===== config.mk =====
export PLATFORM = sky130hd
export DESIGN_NAME = handshake_protocol_monitor
export DESIGN_NICKNAME = d
export VERILOG_FILES = /design/src/rtl/handshake_protocol_monitor_pkg.sv /design/src/rtl/handshake_protocol_monitor_hs_channel_checker.sv /design/src/rtl/handshake_protocol_monitor.sv
export SDC_FILE = /design/constraint.sdc
export NUM_CORES = 1
export LEC_CHECK = 0
export BUFFER_PORTS_ARGS = -buffer_cell sky130_fd_sc_hd__buf_4
export CORE_MARGIN = 2
export CORE_UTILIZATION = 28
export CTS_BUF_LIST = sky130_fd_sc_hd__clkbuf_4 sky130_fd_sc_hd__clkbuf_8
export CTS_CLUSTER_SIZE = 30
export DETAILED_ROUTE_END_ITERATION = 8
export GPL_ROUTABILITY_DRIVEN = 0
export PLACE_DENSITY_LB_ADDON = 0.1
export RECOVER_POWER = 25
export SKIP_CTS_REPAIR_TIMING = 1
export SYNTH_ARGS = -nofsm -noshare
export SYNTH_HDL_FRONTEND = slang
export SYNTH_SLANG_ARGS = --single-unit

===== constraint.sdc =====
create_clock -name CLK -period 2.01 [get_ports CLK]
set_input_delay 0.1005 -clock CLK [delete_from_list [all_inputs] [get_ports CLK]]
set_output_delay 0.1005 -clock CLK [all_outputs]
set_load 0.02 [all_outputs]

===== src/rtl/handshake_protocol_monitor_pkg.sv =====
// rtl/handshake_protocol_monitor_pkg.sv - shared types and helpers for the ready/valid handshake monitor
package handshake_protocol_monitor_pkg;

    typedef enum logic {
        HS_IDLE  = 1'b0,
        HS_STALL = 1'b1
    } hs_state_e;

    typedef struct packed {
        logic drop;
        logic data;
        logic timeout;
    } hs_err_t;

    function automatic logic [31:0] sat_inc(input logic [31:0] value, input logic [31:0] max_value);
        return (value >= max_value) ? value : value + 32'd1;
    endfunction

endpackage


===== src/rtl/handshake_protocol_monitor_hs_channel_checker.sv =====
// rtl/handshake_protocol_monitor_hs_channel_checker.sv - one ready/valid channel: FSM, shadow, stall and transfer counters, sticky errors
module hs_channel_checker
    import handshake_protocol_monitor_pkg::*;
#(
    parameter int DATA_W  = 8,
    parameter int CNT_W   = 16,
    parameter int TIMEOUT = 64
) (
    input  logic              CLK,
    input  logic              RESETN,
    input  logic              valid,
    input  logic              ready,
    input  logic [DATA_W-1:0] data,
    input  logic              clr,
    output logic [CNT_W-1:0]  xfer_cnt,
    output hs_err_t           err,
    output logic              err_any_nxt
);

    // Stall counter is wide enough to pass TIMEOUT and then saturate above it,
    // so the equality test that raises err_timeout can match only once per stall.
    localparam int SC_W = $clog2(TIMEOUT + 2);
    localparam logic [CNT_W-1:0] CNT_MAX = '1;

    hs_state_e         state;
    logic [DATA_W-1:0] shadow;
    logic [SC_W-1:0]   stall_q;
    logic [SC_W-1:0]   stall_d;
    logic [CNT_W-1:0]  xfer_q;
    hs_err_t           err_q;
    hs_err_t           set;
    hs_err_t           err_nxt;
    logic              stall_hold;

    always_comb begin
        stall_hold = valid && !ready;
        stall_d    = '0;
        if (stall_hold) begin
            if (state == HS_IDLE)
                stall_d = SC_W'(1);
            else if (stall_q == {SC_W{1'b1}})
                stall_d = stall_q;
            else
                stall_d = stall_q + 1'b1;
        end

        set = '0;
        if (state == HS_STALL) begin
            set.drop = !valid;
            set.data = valid && (data != shadow);
        end
        set.timeout = (TIMEOUT != 0) && stall_hold && (stall_d == SC_W'(TIMEOUT));

        // A set in the same cycle as clr wins over the clear.
        err_nxt     = (clr ? hs_err_t'('0) : err_q) | set;
        err_any_nxt = |err_nxt;
    end

    always_ff @(posedge CLK) begin
        if (!RESETN) begin
            state   <= HS_IDLE;
            shadow  <= '0;
            stall_q <= '0;
            xfer_q  <= '0;
            err_q   <= '0;
        end else begin
            err_q   <= err_nxt;
            stall_q <= stall_d;

            if (valid && ready)
                xfer_q <= clr ? CNT_W'(1) : CNT_W'(sat_inc(32'(xfer_q), 32'(CNT_MAX)));
            else if (clr)
                xfer_q <= '0;

            case (state)
                HS_IDLE: begin
                    if (stall_hold) begin
                        state  <= HS_STALL;
                        shadow <= data;
                    end
                end
                HS_STALL: begin
                    if (!stall_hold)
                        state <= HS_IDLE;
                end
                default: state <= HS_IDLE;
            endcase
        end
    end

    assign xfer_cnt = xfer_q;
    assign err      = err_q;

endmodule


===== src/rtl/handshake_protocol_monitor.sv =====
// rtl/handshake_protocol_monitor.sv - NUM_CH-channel ready/valid protocol monitor; HANDSHAKE_PROTOCOL_MONITOR_ASSERT_EN adds SVA checks
module handshake_protocol_monitor
    import handshake_protocol_monitor_pkg::*;
#(
    parameter int NUM_CH  = 4,
    parameter int DATA_W  = 8,
    parameter int CNT_W   = 16,
    parameter int TIMEOUT = 64
) (
    input  logic                     CLK,
    input  logic                     RESETN,
    input  logic [NUM_CH-1:0]        valid,
    input  logic [NUM_CH-1:0]        ready,
    input  logic [NUM_CH*DATA_W-1:0] data,
    input  logic                     clr,
    output logic [NUM_CH*CNT_W-1:0]  xfer_cnt,
    output logic [NUM_CH-1:0]        err_drop,
    output logic [NUM_CH-1:0]        err_data,
    output logic [NUM_CH-1:0]        err_timeout,
    output logic                     err_any
);

    hs_err_t           err_ch [NUM_CH];
    logic [NUM_CH-1:0] any_nxt;

    for (genvar i = 0; i < NUM_CH; i++) begin : g_ch
        hs_channel_checker #(
            .DATA_W  (DATA_W),
            .CNT_W   (CNT_W),
            .TIMEOUT (TIMEOUT)
        ) u_chk (
            .CLK         (CLK),
            .RESETN      (RESETN),
            .valid       (valid[i]),
            .ready       (ready[i]),
            .data        (data[i*DATA_W +: DATA_W]),
            .clr         (clr),
            .xfer_cnt    (xfer_cnt[i*CNT_W +: CNT_W]),
            .err         (err_ch[i]),
            .err_any_nxt (any_nxt[i])
        );

        assign err_drop[i]    = err_ch[i].drop;
        assign err_data[i]    = err_ch[i].data;
        assign err_timeout[i] = err_ch[i].timeout;

`ifdef HANDSHAKE_PROTOCOL_MONITOR_ASSERT_EN
        a_hold_valid: assert property (@(posedge CLK) disable iff (!RESETN)
            valid[i] && !ready[i] |=> valid[i])
            else $error("hs ch%0d: valid dropped while stalled", i);
        a_hold_data: assert property (@(posedge CLK) disable iff (!RESETN)
            valid[i] && !ready[i] |=> $stable(data[i*DATA_W +: DATA_W]))
            else $error("hs ch%0d: data changed while stalled", i);
        a_rise_drop: assert property (@(posedge CLK) disable iff (!RESETN) !$rose(err_drop[i]))
            else $error("hs ch%0d: err_drop raised", i);
        a_rise_data: assert property (@(posedge CLK) disable iff (!RESETN) !$rose(err_data[i]))
            else $error("hs ch%0d: err_data raised", i);
        a_rise_timeout: assert property (@(posedge CLK) disable iff (!RESETN) !$rose(err_timeout[i]))
            else $error("hs ch%0d: err_timeout raised", i);
`endif
    end

    // Registered from the channels' next-state errors so it lines up with the error bits.
    always_ff @(posedge CLK) begin
        if (!RESETN)
            err_any <= 1'b0;
        else
            err_any <= |any_nxt;
    end

endmodule

==> results.cfg <==
[routing]
post_drt_wl_per_cell_um = 14.1
drc = 0
detail_route.wirelength_um = 18300
dr.pass1.iters = 4
vias = 6048
ant_nets = 0
drtIter0Drc = 323
vias_per_cell = 4.64

[min_path]
hold_class = input port to register

[layout]
layout_common_cells = 137 x dfxtp_1, 135 x buf_4, 120 x nor2_1
final_cell_area_um2 = 8920
fin_nets = 1026
mostFrequentLayoutCell = dfxtp_1
diodes = 0
area_growth_pct = 34.0
drive_gt1_share_pct = 19.1

[clock_network]
clk_pin_slew_ns = 0.08
cts_max_path_buffers = 2
clock_latency_ns = 0.44
clock_sinks = 141
ctsRootBufferMaster = clkbuf_8
cts_tree = built
ctsHtreeMaxLevel = 4
cts_buffers = 17

[setup_path]
r2r_slack_ns = 0.03
endpoint_kind = register
cp_top_family = simple AND/OR/NAND/NOR gates
timing.critical_path.buf_inv = 0
start_kind = register
max_stage_delay_ns = 0.39
cp_max_fo = 4
path_class = register to register
crit_arrival_ns = 2.34
crit_chain = ha_4 -> and2_4 -> and3_4 -> or3b_1 -> a2111o_1 -> and4_4 -> a41oi_2
cp_slowest_cell = a2111o_1
cp.required_ns = 2.37

[timing]
period_share_pct = 98.3
setup_slack_ns = 0.0337
fin_crit_ns = 1.98
max_clock_freq_ghz = 0.506
setup_viol = 0
rsz0062_at_grt = yes
tns_ns = 0
drv_slew = 0
slew_headroom_pct = 55.7
fin_skew_ns = 0.0130
hold_viol = 0
max_slew.worst_pin.slew_ns = 0.664

[floorplan]
core_area_um2 = 23400
start_util_pct = 28.5
die_area_um2 = 25000
rows = 56
die_y_um = 158
pin_count = 120
die_w_um = 158

[placement]
dp_slack_ns = 0.0394
hpwl_um = 13300
io_buffers = 119
place_area_um2 = 8290

[global_route]
grt_max_degree = 58
grt.busiest_layer = met2
use_met3_pct = 4.00
grt_pass1_wl_um = 29100
grt_remaining_overflow = 0
gr-usage-all-layers_pct = 14.7
antenna_found_initial = 0
grt_pass1_vias = 5680
use_met2_pct = 24.2
grtUsageMet1_pct = 19.1

[yosys]
synth_edf_count = 0
async_reset_ff_share_pct = 0
syn_area_per_cell_um2 = 8.63
synth.distinct_cells = 61
synth-seq-cells = 141
synthFlopType = dfxtp_1
yosysSeqAreaShare_pct = 42.4
syn_nets = 823
synthCells = 772
syn_area_um2 = 6660
yosys_warnings = 0

[run]
maxCapViolCount = 0

[power_and_ir_drop]
leakage_nw = 3.38
ir_drop_v = 0.000334
powerDensity_nw_per_um2 = 628

[run_status]
status = finished clean
-- cells in the mapped netlist, types with 10 or more instances --
cell type  number  share of area (%)
a31oi_1        10               0.94
and2_1         21                2.0
xnor2_1        20                2.6
a21oi_1        39                2.9
nor4_1         12                1.1
xor2_1         55                7.2
inv_1          14               0.79
mux2i_1        43                6.5
or3_1          15                1.4
nand2_1        63                3.5
nand3_1        33                2.5
nor2_1        120                6.8
and3_1         10               0.94
o21ai_0        21                1.6
nor3_1         24                1.8
nand4_1        14                1.3
dfxtp_1       141                 42
clkbuf_1       20                1.1
-- layer usage --
metal | part of all wire [%] | vias to the layer above
met2 | 46 | 100
met1 | 48 | 2804
met5 | 0 | -
met3 | 4.4 | 12
li1 | - | 3132
met4 | 0.94 | 0
-- registers in the layout, summed over array words and instances, names as in the netlist --
signal and flops:
g_ch.u_chk.state 4, g_ch.u_chk.xfer_cnt 64, g_ch.u_chk.err 12, err_any 1, g_ch.u_chk.shadow 32, g_ch.u_chk.stall_q 28
-- final timing paths --
| check | from | to | depth (start not counted) |
|---|---|---|---|
| hold / removal | valid[2] | g_ch[2].u_chk.err[1]$_SDFF_PN0_ | 3 |
| hold reg to reg | g_ch[1].u_chk.stall_q[1]$_SDFF_PN0_ | g_ch[1].u_chk.stall_q[1]$_SDFF_PN0_ | 2 |
| setup / recovery | g_ch[0].u_chk.stall_q[1]$_SDFF_PN0_ | err_any$_SDFF_PN0_ | 7 |
| setup reg to reg | g_ch[0].u_chk.stall_q[1]$_SDFF_PN0_ | err_any$_SDFF_PN0_ | 7 |
-- kinds of logic after synthesis --
kind of cell | after synthesis | synth area share, %
buffers and inverters | 37 | 2.20
AOI/OAI and AO/OA | 119 | 11.8
muxes | 43 | 6.46
xor gates and xnor gates | 75 | 9.86
and+or+nand+nor | 349 | 25.8
adders and majority gates | 8 | 1.50
DFF | 141 | 42.4
-- cell type report --
type / instances / area, um2
clock buffers: 21 / 283
repair buffers: 207 / 1540
fillers: 2513 / 14500
inverters: 14 / 52.6
well taps: 319 / 399
clock inverters: 8 / 92.6
flip-flops and latches: 141 / 2830
multi-input cells: 594 / 3730
-- power breakdown --
group | switching, W | leakage, nW | internal [W]
combinational | 0.000235 | 2.04 | 0.000233
sequential | 0.0000351 | 1.14 | 0.00284
clock | 0.00108 | 0.196 | 0.00118
-- metrics by stage --
stage               total power, W  instances  util [%]  hold WS [ns]
finish                     0.00561       1304      38.1        0.0376
global route               0.00590       1304      38.1       0.00712
CTS                        0.00567       1267      37.0        -0.121
detailed placement         0.00337       1238      35.4         0.361
global placement           0.00337       1238      35.4         0.355
floorplan                  0.00317        772         -         0.248
-- worst reg2reg max path, cell delays in order, from the launching register on --
cell      delay [ns]
dfxtp_2         0.35
ha_4            0.16
and2_4          0.15
and3_4          0.16
or3b_1          0.35
a2111o_1        0.39
and4_4          0.21
a41oi_2         0.14
No activity file was read; power rests on OpenSTA's default activity.
